**config.mk**
```make
export PLATFORM = sky130hd
export DESIGN_NAME = mem_access_stage_flat
export DESIGN_NICKNAME = d
export VERILOG_FILES = /design/src/rtl/mem_access_stage_if.sv /design/src/rtl/mem_access_stage.sv /design/src/flat_wrapper.sv
export SDC_FILE = /design/constraint.sdc
export NUM_CORES = 1
export LEC_CHECK = 0
export ABC_AREA = 1
export BUFFER_PORTS_ARGS = -buffer_cell sky130_fd_sc_hd__buf_2
export CAP_MARGIN = 25
export CORE_UTILIZATION = 45
export DETAILED_ROUTE_END_ITERATION = 7
export PLACE_DENSITY = 0.89
export SYNTH_ARGS = -nofsm -noshare
export SYNTH_HDL_FRONTEND = slang
export SYNTH_SLANG_ARGS = --single-unit
```
**constraint.sdc**
```tcl
create_clock -name clk -period 3 [get_ports clk]
set_input_delay 0.3 -clock clk [delete_from_list [all_inputs] [get_ports clk]]
set_output_delay 0.3 -clock clk [all_outputs]
set_load 0.02 [all_outputs]
```
**src/rtl/mem_access_stage_if.sv**
```systemverilog
// Data-memory request/acknowledge bus between the MEM stage (master) and the
// data memory (slave).
interface mem_access_stage_if #(
  parameter int ADDR_W = 8
);
  logic              memReq;
  logic              memWe;
  logic [ADDR_W-1:0] memAddr;
  logic [31:0]       memWdata;
  logic              memAck;
  logic [31:0]       memRdata;

  modport master (
    output memReq, memWe, memAddr, memWdata,
    input  memAck, memRdata
  );

  modport slave (
    input  memReq, memWe, memAddr, memWdata,
    output memAck, memRdata
  );
endinterface

```
**src/rtl/mem_access_stage.sv**
```systemverilog
// MEM pipeline stage: sequences variable-latency data-memory accesses, stalls
// upstream while an access is pending, loads MEM/WB and issues branch redirects.
module mem_access_stage #(
  parameter int ADDR_W  = 8,
  parameter int TIMEOUT = 15
) (
  input  logic        clk,
  input  logic        rst,
  input  logic        inBranchTaken,
  input  logic [7:0]  inBranchTarget,
  input  logic        inMemToReg,
  input  logic        inRegWrite,
  input  logic        inMemRead,
  input  logic        inMemWrite,
  input  logic [31:0] inALUResult,
  input  logic [31:0] inWriteData,
  input  logic [4:0]  inWriteReg,
  output logic        stall,
  output logic        pcRedirect,
  output logic [7:0]  pcTarget,
  output logic        outMemToReg,
  output logic        outRegWrite,
  output logic [31:0] outReadData,
  output logic [31:0] outALUResult,
  output logic [4:0]  outWriteReg,
  output logic        memErr,
  mem_access_stage_if.master mem
);

  localparam int CNT_W = (TIMEOUT > 1) ? $clog2(TIMEOUT) : 1;

  typedef enum logic {S_IDLE, S_WAIT} state_t;

  state_t              state_q, state_d;
  logic [CNT_W-1:0]    cnt_q, cnt_d;
  logic                mem_req_q, mem_req_d;
  logic                mem_we_q, mem_we_d;
  logic [ADDR_W-1:0]   mem_addr_q, mem_addr_d;
  logic [31:0]         mem_wdata_q, mem_wdata_d;
  logic                mem_err_q, mem_err_d;
  logic                mem_to_reg_q, mem_to_reg_d;
  logic                reg_write_q, reg_write_d;
  logic [31:0]         read_data_q, read_data_d;
  logic [31:0]         alu_result_q, alu_result_d;
  logic [4:0]          write_reg_q, write_reg_d;
  logic                pc_redirect_q, pc_redirect_d;
  logic [7:0]          pc_target_q, pc_target_d;
  logic                access;
  logic                timeout;
  logic                stall_c;

  always_comb begin
    access       = inMemRead | inMemWrite;
    timeout      = 1'b0;
    stall_c      = 1'b0;
    state_d      = state_q;
    cnt_d        = cnt_q;
    mem_req_d    = mem_req_q;
    mem_we_d     = mem_we_q;
    mem_addr_d   = mem_addr_q;
    mem_wdata_d  = mem_wdata_q;
    mem_err_d    = mem_err_q;
    // MEM/WB defaults to a bubble; each retiring path overrides it
    mem_to_reg_d = 1'b0;
    reg_write_d  = 1'b0;
    read_data_d  = '0;
    alu_result_d = '0;
    write_reg_d  = '0;

    case (state_q)
      S_IDLE: begin
        if (access) begin
          stall_c     = 1'b1;
          mem_req_d   = 1'b1;
          mem_we_d    = inMemWrite;
          mem_addr_d  = inALUResult[ADDR_W+1:2];
          mem_wdata_d = inWriteData;
          cnt_d       = '0;
          state_d     = S_WAIT;
        end else begin
          mem_to_reg_d = inMemToReg;
          reg_write_d  = inRegWrite;
          alu_result_d = inALUResult;
          write_reg_d  = inWriteReg;
        end
      end
      S_WAIT: begin
        // an ack arriving in the last allowed cycle beats the timeout
        timeout = (cnt_q == CNT_W'(TIMEOUT - 1)) && !mem.memAck;
        stall_c = !mem.memAck && !timeout;
        if (mem.memAck) begin
          mem_req_d    = 1'b0;
          mem_to_reg_d = inMemToReg;
          reg_write_d  = inRegWrite;
          read_data_d  = mem_we_q ? 32'd0 : mem.memRdata;
          alu_result_d = inALUResult;
          write_reg_d  = inWriteReg;
          state_d      = S_IDLE;
        end else if (timeout) begin
          mem_req_d    = 1'b0;
          mem_err_d    = 1'b1;
          alu_result_d = inALUResult;
          write_reg_d  = inWriteReg;
          state_d      = S_IDLE;
        end else begin
          cnt_d = cnt_q + 1'b1;
        end
      end
      default: state_d = S_IDLE;
    endcase

    if (rst) stall_c = 1'b0;

    // redirect only when the branch actually leaves EX/MEM, so a held branch fires once
    pc_redirect_d = inBranchTaken && !stall_c;
    pc_target_d   = stall_c ? pc_target_q : inBranchTarget;
  end

  always_ff @(posedge clk or posedge rst) begin
    if (rst) begin
      state_q       <= S_IDLE;
      cnt_q         <= '0;
      mem_req_q     <= 1'b0;
      mem_we_q      <= 1'b0;
      mem_addr_q    <= '0;
      mem_wdata_q   <= '0;
      mem_err_q     <= 1'b0;
      mem_to_reg_q  <= 1'b0;
      reg_write_q   <= 1'b0;
      read_data_q   <= '0;
      alu_result_q  <= '0;
      write_reg_q   <= '0;
      pc_redirect_q <= 1'b0;
      pc_target_q   <= '0;
    end else begin
      state_q       <= state_d;
      cnt_q         <= cnt_d;
      mem_req_q     <= mem_req_d;
      mem_we_q      <= mem_we_d;
      mem_addr_q    <= mem_addr_d;
      mem_wdata_q   <= mem_wdata_d;
      mem_err_q     <= mem_err_d;
      mem_to_reg_q  <= mem_to_reg_d;
      reg_write_q   <= reg_write_d;
      read_data_q   <= read_data_d;
      alu_result_q  <= alu_result_d;
      write_reg_q   <= write_reg_d;
      pc_redirect_q <= pc_redirect_d;
      pc_target_q   <= pc_target_d;
    end
  end

  assign stall        = stall_c;
  assign pcRedirect   = pc_redirect_q;
  assign pcTarget     = pc_target_q;
  assign outMemToReg  = mem_to_reg_q;
  assign outRegWrite  = reg_write_q;
  assign outReadData  = read_data_q;
  assign outALUResult = alu_result_q;
  assign outWriteReg  = write_reg_q;
  assign memErr       = mem_err_q;
  assign mem.memReq   = mem_req_q;
  assign mem.memWe    = mem_we_q;
  assign mem.memAddr  = mem_addr_q;
  assign mem.memWdata = mem_wdata_q;

endmodule

```
**src/flat_wrapper.sv**
```systemverilog
// flat-port wrapper written by rule: the top's interface ports become plain ports
module mem_access_stage_flat 
#(
  parameter int ADDR_W  = 8,
  parameter int TIMEOUT = 15
)
  (clk, rst, inBranchTaken, inBranchTarget, inMemToReg, inRegWrite, inMemRead, inMemWrite, inALUResult, inWriteData, inWriteReg, stall, pcRedirect, pcTarget, outMemToReg, outRegWrite, outReadData, outALUResult, outWriteReg, memErr, mem_memReq, mem_memWe, mem_memAddr, mem_memWdata, mem_memAck, mem_memRdata);
  mem_access_stage_if #(.ADDR_W(ADDR_W)) mem_i ();
  input  logic clk;
  input  logic rst;
  input  logic inBranchTaken;
  input  logic [7:0] inBranchTarget;
  input  logic inMemToReg;
  input  logic inRegWrite;
  input  logic inMemRead;
  input  logic inMemWrite;
  input  logic [31:0] inALUResult;
  input  logic [31:0] inWriteData;
  input  logic [4:0] inWriteReg;
  output logic stall;
  output logic pcRedirect;
  output logic [7:0] pcTarget;
  output logic outMemToReg;
  output logic outRegWrite;
  output logic [31:0] outReadData;
  output logic [31:0] outALUResult;
  output logic [4:0] outWriteReg;
  output logic memErr;
  output wire logic [$bits(mem_i.memReq)-1:0] mem_memReq;
  output wire logic [$bits(mem_i.memWe)-1:0] mem_memWe;
  output wire logic [$bits(mem_i.memAddr)-1:0] mem_memAddr;
  output wire logic [$bits(mem_i.memWdata)-1:0] mem_memWdata;
  input wire logic [$bits(mem_i.memAck)-1:0] mem_memAck;
  input wire logic [$bits(mem_i.memRdata)-1:0] mem_memRdata;
  assign mem_memReq = mem_i.memReq;
  assign mem_memWe = mem_i.memWe;
  assign mem_memAddr = mem_i.memAddr;
  assign mem_memWdata = mem_i.memWdata;
  assign mem_i.memAck = mem_memAck;
  assign mem_i.memRdata = mem_memRdata;
  mem_access_stage #(.ADDR_W(ADDR_W), .TIMEOUT(TIMEOUT)) u_core (.clk(clk), .rst(rst), .inBranchTaken(inBranchTaken), .inBranchTarget(inBranchTarget), .inMemToReg(inMemToReg), .inRegWrite(inRegWrite), .inMemRead(inMemRead), .inMemWrite(inMemWrite), .inALUResult(inALUResult), .inWriteData(inWriteData), .inWriteReg(inWriteReg), .stall(stall), .pcRedirect(pcRedirect), .pcTarget(pcTarget), .outMemToReg(outMemToReg), .outRegWrite(outRegWrite), .outReadData(outReadData), .outALUResult(outALUResult), .outWriteReg(outWriteReg), .memErr(memErr), .mem(mem_i));
endmodule
```
# [After elaboration in Yosys (flattened, before gate mapping)]
# Index checks and enable logic that the tools add are counted.
# W data, S select, Z words.
[word_totals] register_bits=128 latchBits=0 mem_bits_rw=0 rom_bits=0 wordCells=64 mem_count=0
[op_classes] add_sub_neg=1 multipliers=0 div=0 order_cmp=0 n_eq_ne=5 shifts=0 mux=31 n_bitwise=3 reduce_logical=10
[op_table] operator="$mux W32" count=6
[op_table] operator="$pmux W32 S2" count=1
[op_table] operator="$mux W5" count=3
[op_table] operator="$mux W4" count=3
[op_table] operator="$mux W1" count=11
[op_table] operator="$pmux W1 S2" count=5
[op_table] operator="$pmux W5 S2" count=1
[op_table] operator="$pmux W4 S2" count=1
[op_table] operator="$reduce_and A3 Y1" count=2
[op_table] operator="$add A4 B1 Y4 const B" count=1
[op_table] operator="$eq A4 B4 Y1 const B" count=1
[op_table] operator="$ne A2 B2 Y1 const B" count=2
[op_table] operator="$reduce_and A2 Y1" count=2
[op_table] operator="$logic_and A1 B1 Y1" count=3
[op_table] operator="$logic_not A1 Y1" count=3
[op_table] operator="$ne A3 B3 Y1 const B" count=1
[op_table] operator="$ne A2 B1 Y1 const B" count=1
[op_table] operator="$not A1 Y1" count=2
[op_table] operator="$or A1 B1 Y1" count=1

# [Logic depth before layout (Yosys ltp)]
# Gate-level depths: netlist of run 1.
[logic_depth] word_depth=8 depth_mapped=8

# [Worst setup path after synthesis of run 1]
# OpenSTA, ideal clock, no wires.
[synth_timing] kind="input to output" from="in rst" to="out stall" t_arrival_ns=2.389 slack_ns=0.311 path_stages=3 path_buffers=0 cell_sequence="inv_2 nand2_2 inv_1"
[synth_via] elab_chain_len=1
[synth_rtl] element="start: declaration" line="flat_wrapper.sv:10" source="input logic rst;"
[synth_rtl] element="$mux W1" line="mem_access_stage.sv:112" source="if (rst) stall_c = 1'b0;"
[synth_rtl] element="end: declaration" line="flat_wrapper.sv:20" source="output logic stall;"
# Every way passes these cells.

# [Final worst setup path of run 1]
[layout_timing] from="reg u_core.cnt_q[0]" to="out stall"
[layout_via] elab_chain_len=6
[layout_rtl] element="start: declaration" line="mem_access_stage.sv:35" source="logic [CNT_W-1:0] cnt_q, cnt_d;"
[layout_rtl] element="start signal: assignment" line="mem_access_stage.sv:137" source="cnt_q <= cnt_d;"
[layout_rtl] element="$eq A4 B4 Y1" line="mem_access_stage.sv:89" source="timeout = (cnt_q == CNT_W'(TIMEOUT - 1)) && !mem.memAck;"
[layout_rtl] element="$logic_and A1 B1 Y1" line="mem_access_stage.sv:89"
[layout_rtl] element="$logic_not A1 Y1" line="mem_access_stage.sv:90" source="stall_c = !mem.memAck && !timeout;"
[layout_rtl] element="$logic_and A1 B1 Y1" line="mem_access_stage.sv:90"
[layout_rtl] element="$pmux W1 S2" line="mem_access_stage.sv:70" source="case (state_q)"
[layout_rtl] element="$mux W1" line="mem_access_stage.sv:112"
# Every way passes these cells.

==> results of run 1 <==
==> worst max-delay path by stage <==
| stage | from | end | slack [ns] | cells after the start |
|---|---|---|---|---|
| detailed placement | u_core.cnt_q[0] | stall | 0.96 | 8 |
| global placement | u_core.cnt_q[0] | stall | 1.04 | 8 |
| CTS | u_core.cnt_q[0] | stall | 0.40 | 8 |
| floorplan | rst | stall | 0.31 | 3 |
| finish | u_core.cnt_q[0] | stall | 0.44 | 8 |
| global route | u_core.cnt_q[0] | stall | 0.23 | 8 |
==> state kept, by name, indices dropped and copies added, names as in the netlist <==
name	cells
u_core.cnt_q	4
u_core.mem.memAddr	8
u_core.mem.memReq	1
u_core.mem.memWdata	32
u_core.mem.memWe	1
u_core.memErr	1
u_core.outALUResult	32
u_core.outMemToReg	1
u_core.outReadData	32
u_core.outRegWrite	1
u_core.outWriteReg	5
u_core.pcRedirect	1
u_core.pcTarget	8
u_core.state_q	1
==> metrics by stage <==
stage / hold WS [ns] / util [%] / cell area [µm²] / std cells / power, mW
finish: 0.01747 / 74.81 / 7413 / 936 / 6.026
global placement: 0.4524 / 60.34 / 5979 / 824 / 3.698
global route: 0.001759 / 74.81 / 7413 / 936 / 6.328
detailed placement: 0.4635 / 60.34 / 5979 / 824 / 3.749
floorplan: 0.3987 / - / 4674 / 463 / 3.213
CTS: 0.0004572 / 74.79 / 7411 / 935 / 6.047
==> final cells by class <==
class,count,area [µm²],share of cell area [%]
diodes,1,2.502,0.03376
clock buffers,20,435.4,5.873
clock inverters,12,205.2,2.768
inverters,79,299.0,4.034
multi-input cells,240,1067,14.40
flip-flops and latches,128,3203,43.21
well taps,133,166.4,2.245
repair buffers,323,2034,27.44
==> where the power goes <==
part	switching [mW]	leakage [nW]	internal (mW)	total, mW
Combinational	1.04	2.42	0.525	1.57
Clock	0.747	0.306	1.46	2.21
Sequential	0.171	1.64	2.08	2.25
Total	1.96	4.37	4.07	6.03
==> cells in the mapped netlist, drive strengths merged <==
| cell type | n |
|---|---|
| nand4 | 1 |
| dfrtp | 128 |
| inv | 79 |
| xor2 | 1 |
| nor2 | 74 |
| buf | 13 |
| ha | 2 |
| nand3 | 13 |
| clkbuf | 3 |
| nand2 | 134 |
| o21ai | 14 |
| o31ai | 1 |
==> layer usage <==
layer  vias to the layer above  GRT usage, %
met2                       183         45.29
met3                        34         6.830
met5                         -             0
met4                         0         11.73
met1                      1991         26.64
li1                       2001             -
==> cell families (layout without fill, tap and decap cells) <==
| group | Yosys count | in the layout | synth area share, % |
|---|---|---|---|
| flops | 128 | 128 | 68.52 |
| buf+inv | 95 | 434 | 8.806 |
| simple gates | 222 | 222 | 20.21 |
| fa+ha+maj | 2 | 2 | 0.5352 |
| other cells | 0 | 1 | 0 |
| xor+xnor | 1 | 1 | 0.1874 |
| compound gates | 15 | 15 | 1.740 |
==> tightest hold or removal path, stage by stage <==
cell and delay [ns]:
buf_2 0.12, inv_4 0.06, buf_12 0.50
==> cells in the final DEF (no fill, tap or decap) <==
cell	Yosys	layout
inv_2	2	1
clkinvlp_4	0	2
buf_12	0	1
clkinv_4	0	2
clkbuf_1	3	2
inv_4	0	1
clkbuf_16	0	16
o21ai_0	13	13
clkinv_2	0	1
buf_2	8	240
nand3_1	13	13
diode_2	0	1
xor2_1	1	1
nor2_1	44	44
clkbuf_8	0	2
o21ai_4	0	1
bufinv_16	0	5
nand2_2	2	2
o31ai_1	1	1
inv_1	77	77
inv_6	0	2
nand2_4	1	1
nor2_4	1	1
nand2_1	131	131
ha_1	2	2
buf_4	1	3
nor2_2	29	29
dlygate4sd3_1	0	79
nand4_1	1	1
dfrtp_1	128	128
==> impl_metrics.tcl, run 1 <==
set metrics [dict create \
    synth_area_leader_cell "dfrtp_1" \
    grt.overflow.total 0 \
    netlist_instances 463 \
    ir_drop_mv 0.4163 \
    firstDrtPassIters 4 \
    cp-start-kind "flip-flop" \
    cts_tree "built" \
    grt_max_degree 137 \
    drc 0 \
    cts.repair.resized 0 \
    wl_met3_um 768 \
    die_w_um 103.9 \
    hold_class "in2async" \
    fmax_mhz 391.1 \
    io_buffers 240 \
    core_area_um2 9910 \
    cts_buffers 17 \
    clk_pin_slew_ns 0.06 \
    avgSynthCellArea_um2 10.10 \
    tns_ns 0 \
    path_cells "inv_1, ha_1, nand3_1, nand2_2, nand2_4, nand2_2, inv_1, buf_2" \
    crit_type "reg2out" \
    finalCriticalPeriod_ns 2.557 \
    post-cts-setup-buffers 0 \
    rows 36 \
    via_per_inst 4.497 \
    drt-met1-wl_um 4850 \
    worstMarginPinSlew_ns 0.9816 \
    grt_pass1_vias 4332 \
    routed-via-count 4209 \
    critical-path-top-delay-family "simple AND/OR/NAND/NOR gates" \
    fillers 616 \
    areaGrowthSynthToFinish_pct 58.59 \
    status "finished, final reports clean" \
    max-slew-margin-rel_pct 34.49 \
    worstPathMaxFanout 26 \
    place_congestion 0.7951 \
    slowest_stage "dfrtp_1" \
    finalCritPeriodShare_pct 85.24 \
    regToRegSetupSlack_ns 1.07 \
    root_buffer "clkbuf_8" \
    nets 908 \
    cts_buffer_depth 2 \
    drv_slew 0 \
    hold_buffers 79 \
    p_leak_nw 4.368 \
    syn-num-nets 582 \
    cp_data_arrival_time_ns 2.26 \
    top_layer_used "met4" \
    crit_required_ns 2.70 \
    skew_ns 0.008935 \
    drtIter0Drc 286 \
    crit_buf_inv 3 \
    wire_per_inst_um 13.87 \
    setup_viol 0 \
    start_util_pct 47.17 \
    synth-seq-cells 128 \
    critPathCaptureType "output port" \
    antenna_found_initial 1 \
    hold_viol 0 \
    hpwl_um 7536 \
    io_pins 241 \
    yosysWarnings 0 \
    grt_pass1_wl_um 20740 \
    yosysSeqAreaShare_pct 68.52 \
    worstRegToRegCells 8 \
    rsz0062_at_grt "false" \
    drtAntennaViolNets 0 \
    synth_top_area_share_pct 68.52 \
    slowest_delay_ns 0.43 \
    drv_cap 0 \
    grtUsageTotal_pct 24.89 \
    clock_latency_ns 0.50 \
    wl_met2_um 7017 \
    cts-htree-levels 4 \
    die_area_um2 10800 \
    rr_endpoint "u_core.pcTarget[2]" \
    synth.area.top_cells "dfrtp_1, nand2_1, inv_1, nor2_2, nor2_1" \
    synth_cell_types 21 \
    power_density_nw_per_um2 812.9 \
    clock_sinks 128 \
    place_ws_ns 0.9567 \
    synthesis.area_um2 4674 \
    die_y_um 103.9 \
    r2r_start "u_core.cnt_q[0]" \
    wl_um 12990 \
    timing.final.ws_setup_ns 0.4429 \
    drive_above_1_share_pct 38.65 \
]
Power figures use the tool's default switching activity.
==> run 2: changes to the inputs <==
--- a/config.mk
+++ b/config.mk
@@ -10,7 +10,9 @@
 export CAP_MARGIN = 25
 export CORE_UTILIZATION = 45
 export DETAILED_ROUTE_END_ITERATION = 7
+export HOLD_SLACK_MARGIN = 0.03
 export PLACE_DENSITY = 0.89
+export SLEW_MARGIN = 20
 export SYNTH_ARGS = -nofsm -noshare
 export SYNTH_HDL_FRONTEND = slang
 export SYNTH_SLANG_ARGS = --single-unit
==> constraint.sdc (replaced) <==
create_clock -name clk -period 2.7 [get_ports clk]
set_input_delay 0.27 -clock clk [delete_from_list [all_inputs] [get_ports clk]]
set_output_delay 0.27 -clock clk [all_outputs]
set_load 0.02 [all_outputs]
==> impl_metrics.tcl, run 2 (synthesis results as in run 1) <==
set metrics [dict create \
    cts_tree "built" \
    die_area_um2 10800 \
    status "finished, final reports clean" \
    finalCriticalPeriod_ns 2.187 \
    die_y_um 103.9 \
    setup_viol 0 \
    worstMarginPinSlew_ns 0.9521 \
    fmax_mhz 457.2 \
    io_buffers 240 \
    start_util_pct 47.17 \
    timing.final.ws_setup_ns 0.5126 \
    critPathCaptureType "output port" \
    cp_data_arrival_time_ns 1.92 \
    clock_latency_ns 0.50 \
    tns_ns 0 \
    hold_buffers 115 \
    wire_per_inst_um 14.98 \
    io_pins 241 \
    nets 945 \
    p_leak_nw 4.505 \
    antenna_found_initial 0 \
    worstPathMaxFanout 16 \
    hpwl_um 7555 \
    drv_slew 0 \
    core_area_um2 9910 \
    hold_class "in2reg" \
    cts-htree-levels 4 \
    rows 36 \
    multi_input_area_um2 1067 \
    routed-via-count 4505 \
    cts_buffers 17 \
    skew_ns 0.01698 \
    place_congestion 0.7882 \
    firstDrtPassIters 5 \
    rr_endpoint "u_core.mem.memWe" \
    drtAntennaViolNets 0 \
    fillers 581 \
    grt.overflow.total 0 \
    hp-start "inMemRead" \
    wl_um 14550 \
    rsz0062_at_grt "false" \
    drive_above_1_share_pct 37.11 \
    hold_viol 0 \
    die_w_um 103.9 \
    hold_end "u_core.mem.memWdata[6]" \
    seqCellArea_um2 3203 \
    finalCritPeriodShare_pct 81.01 \
    crit_type "in2out" \
    min_path_cells 4 \
    mostFrequentLayoutCell "buf_2" \
    max-slew-margin-rel_pct 36.46 \
    crit_required_ns 2.43 \
    clk_pin_slew_ns 0.06 \
    drc 0 \
    drv_cap 0 \
    cts.repair.resized 0 \
    n_antenna_cell 0 \
    clock_sinks 128 \
    root_buffer "clkbuf_8" \
    layout_common_cells "buf_2, nand2_1, dfrtp_1, dlygate4sd3_1, inv_1" \
    ir_drop_mv 0.5601 \
    regToRegSetupSlack_ns 0.85 \
    grtUsageTotal_pct 27.99 \
    grt_pass1_vias 4817 \
    cp-start-kind "primary input" \
    areaGrowthSynthToFinish_pct 65.66 \
    instances_no_fill 971 \
    cts_buffer_depth 2 \
    power_density_nw_per_um2 859.3 \
    post-cts-setup-buffers 0 \
    grt_max_degree 137 \
    worstRegToRegCells 4 \
    dp_cells 825 \
    grt_pass1_wl_um 23390 \
    drtIter0Drc 281 \
    place_ws_ns 0.9247 \
    r2r_start "u_core.state_q" \
    via_per_inst 4.640 \
    hold_ws_ns 0.1990 \
]
==> run 2: worst max-delay path by stage <==
| stage | startpoint | endpoint | slack (ns) |
|---|---|---|---|
| floorplan | rst | stall | 0.07 |
| global placement | u_core.state_q | u_core.mem.memWe | 0.97 |
| detailed placement | u_core.state_q | u_core.mem.memWe | 0.92 |
| CTS | u_core.cnt_q[0] | stall | 0.49 |
| global route | u_core.cnt_q[0] | stall | 0.35 |
| finish | inMemWrite | stall | 0.51 |
==> run 2: power by group <==
group          total (mW)  internal (mW)  switching [mW]
clock                2.33           1.50           0.826
sequential           2.51           2.31           0.197
combinational        1.82          0.620            1.20
==> run 2: per-layer routing <==
layer	global-route usage [%]	part of all wire, %	routed length, µm	vias up
li1	-	-	-	2081
met3	8.709	7.1	1032	68
met5	0	0	0	-
met2	50.67	54	7870	233
met1	28.05	34	4967	2123
met4	16.63	4.6	675	0
==> run 2: worst max-delay path, cell delays in order <==
cell and delay, ns:
dlygate4sd3_1 0.55, buf_2 0.15, o21ai_4 0.40, nand2_4 0.09, nand2_2 0.20, inv_1 0.08, buf_2 0.17
==> run 2: final cells by class <==
class | count | area share, %
clock inverters | 13 | 2.424
clock buffers | 18 | 5.397
multi-input cells | 240 | 13.78
well taps | 133 | 2.149
inverters | 79 | 3.862
repair buffers | 360 | 31.02
flip-flops and latches | 128 | 41.36
==> run 2: per-stage QoR <==
step           area, µm²  total power, mW  utilization, %
2_1_floorplan       4674            3.570               -
3_3_place_gp        5987            4.116           60.42
3_5_place_dp        5987            4.166           60.42
4_1_cts             7744            6.627           78.14
5_1_grt             7744            6.974           78.14
6_report            7744            6.654           78.14
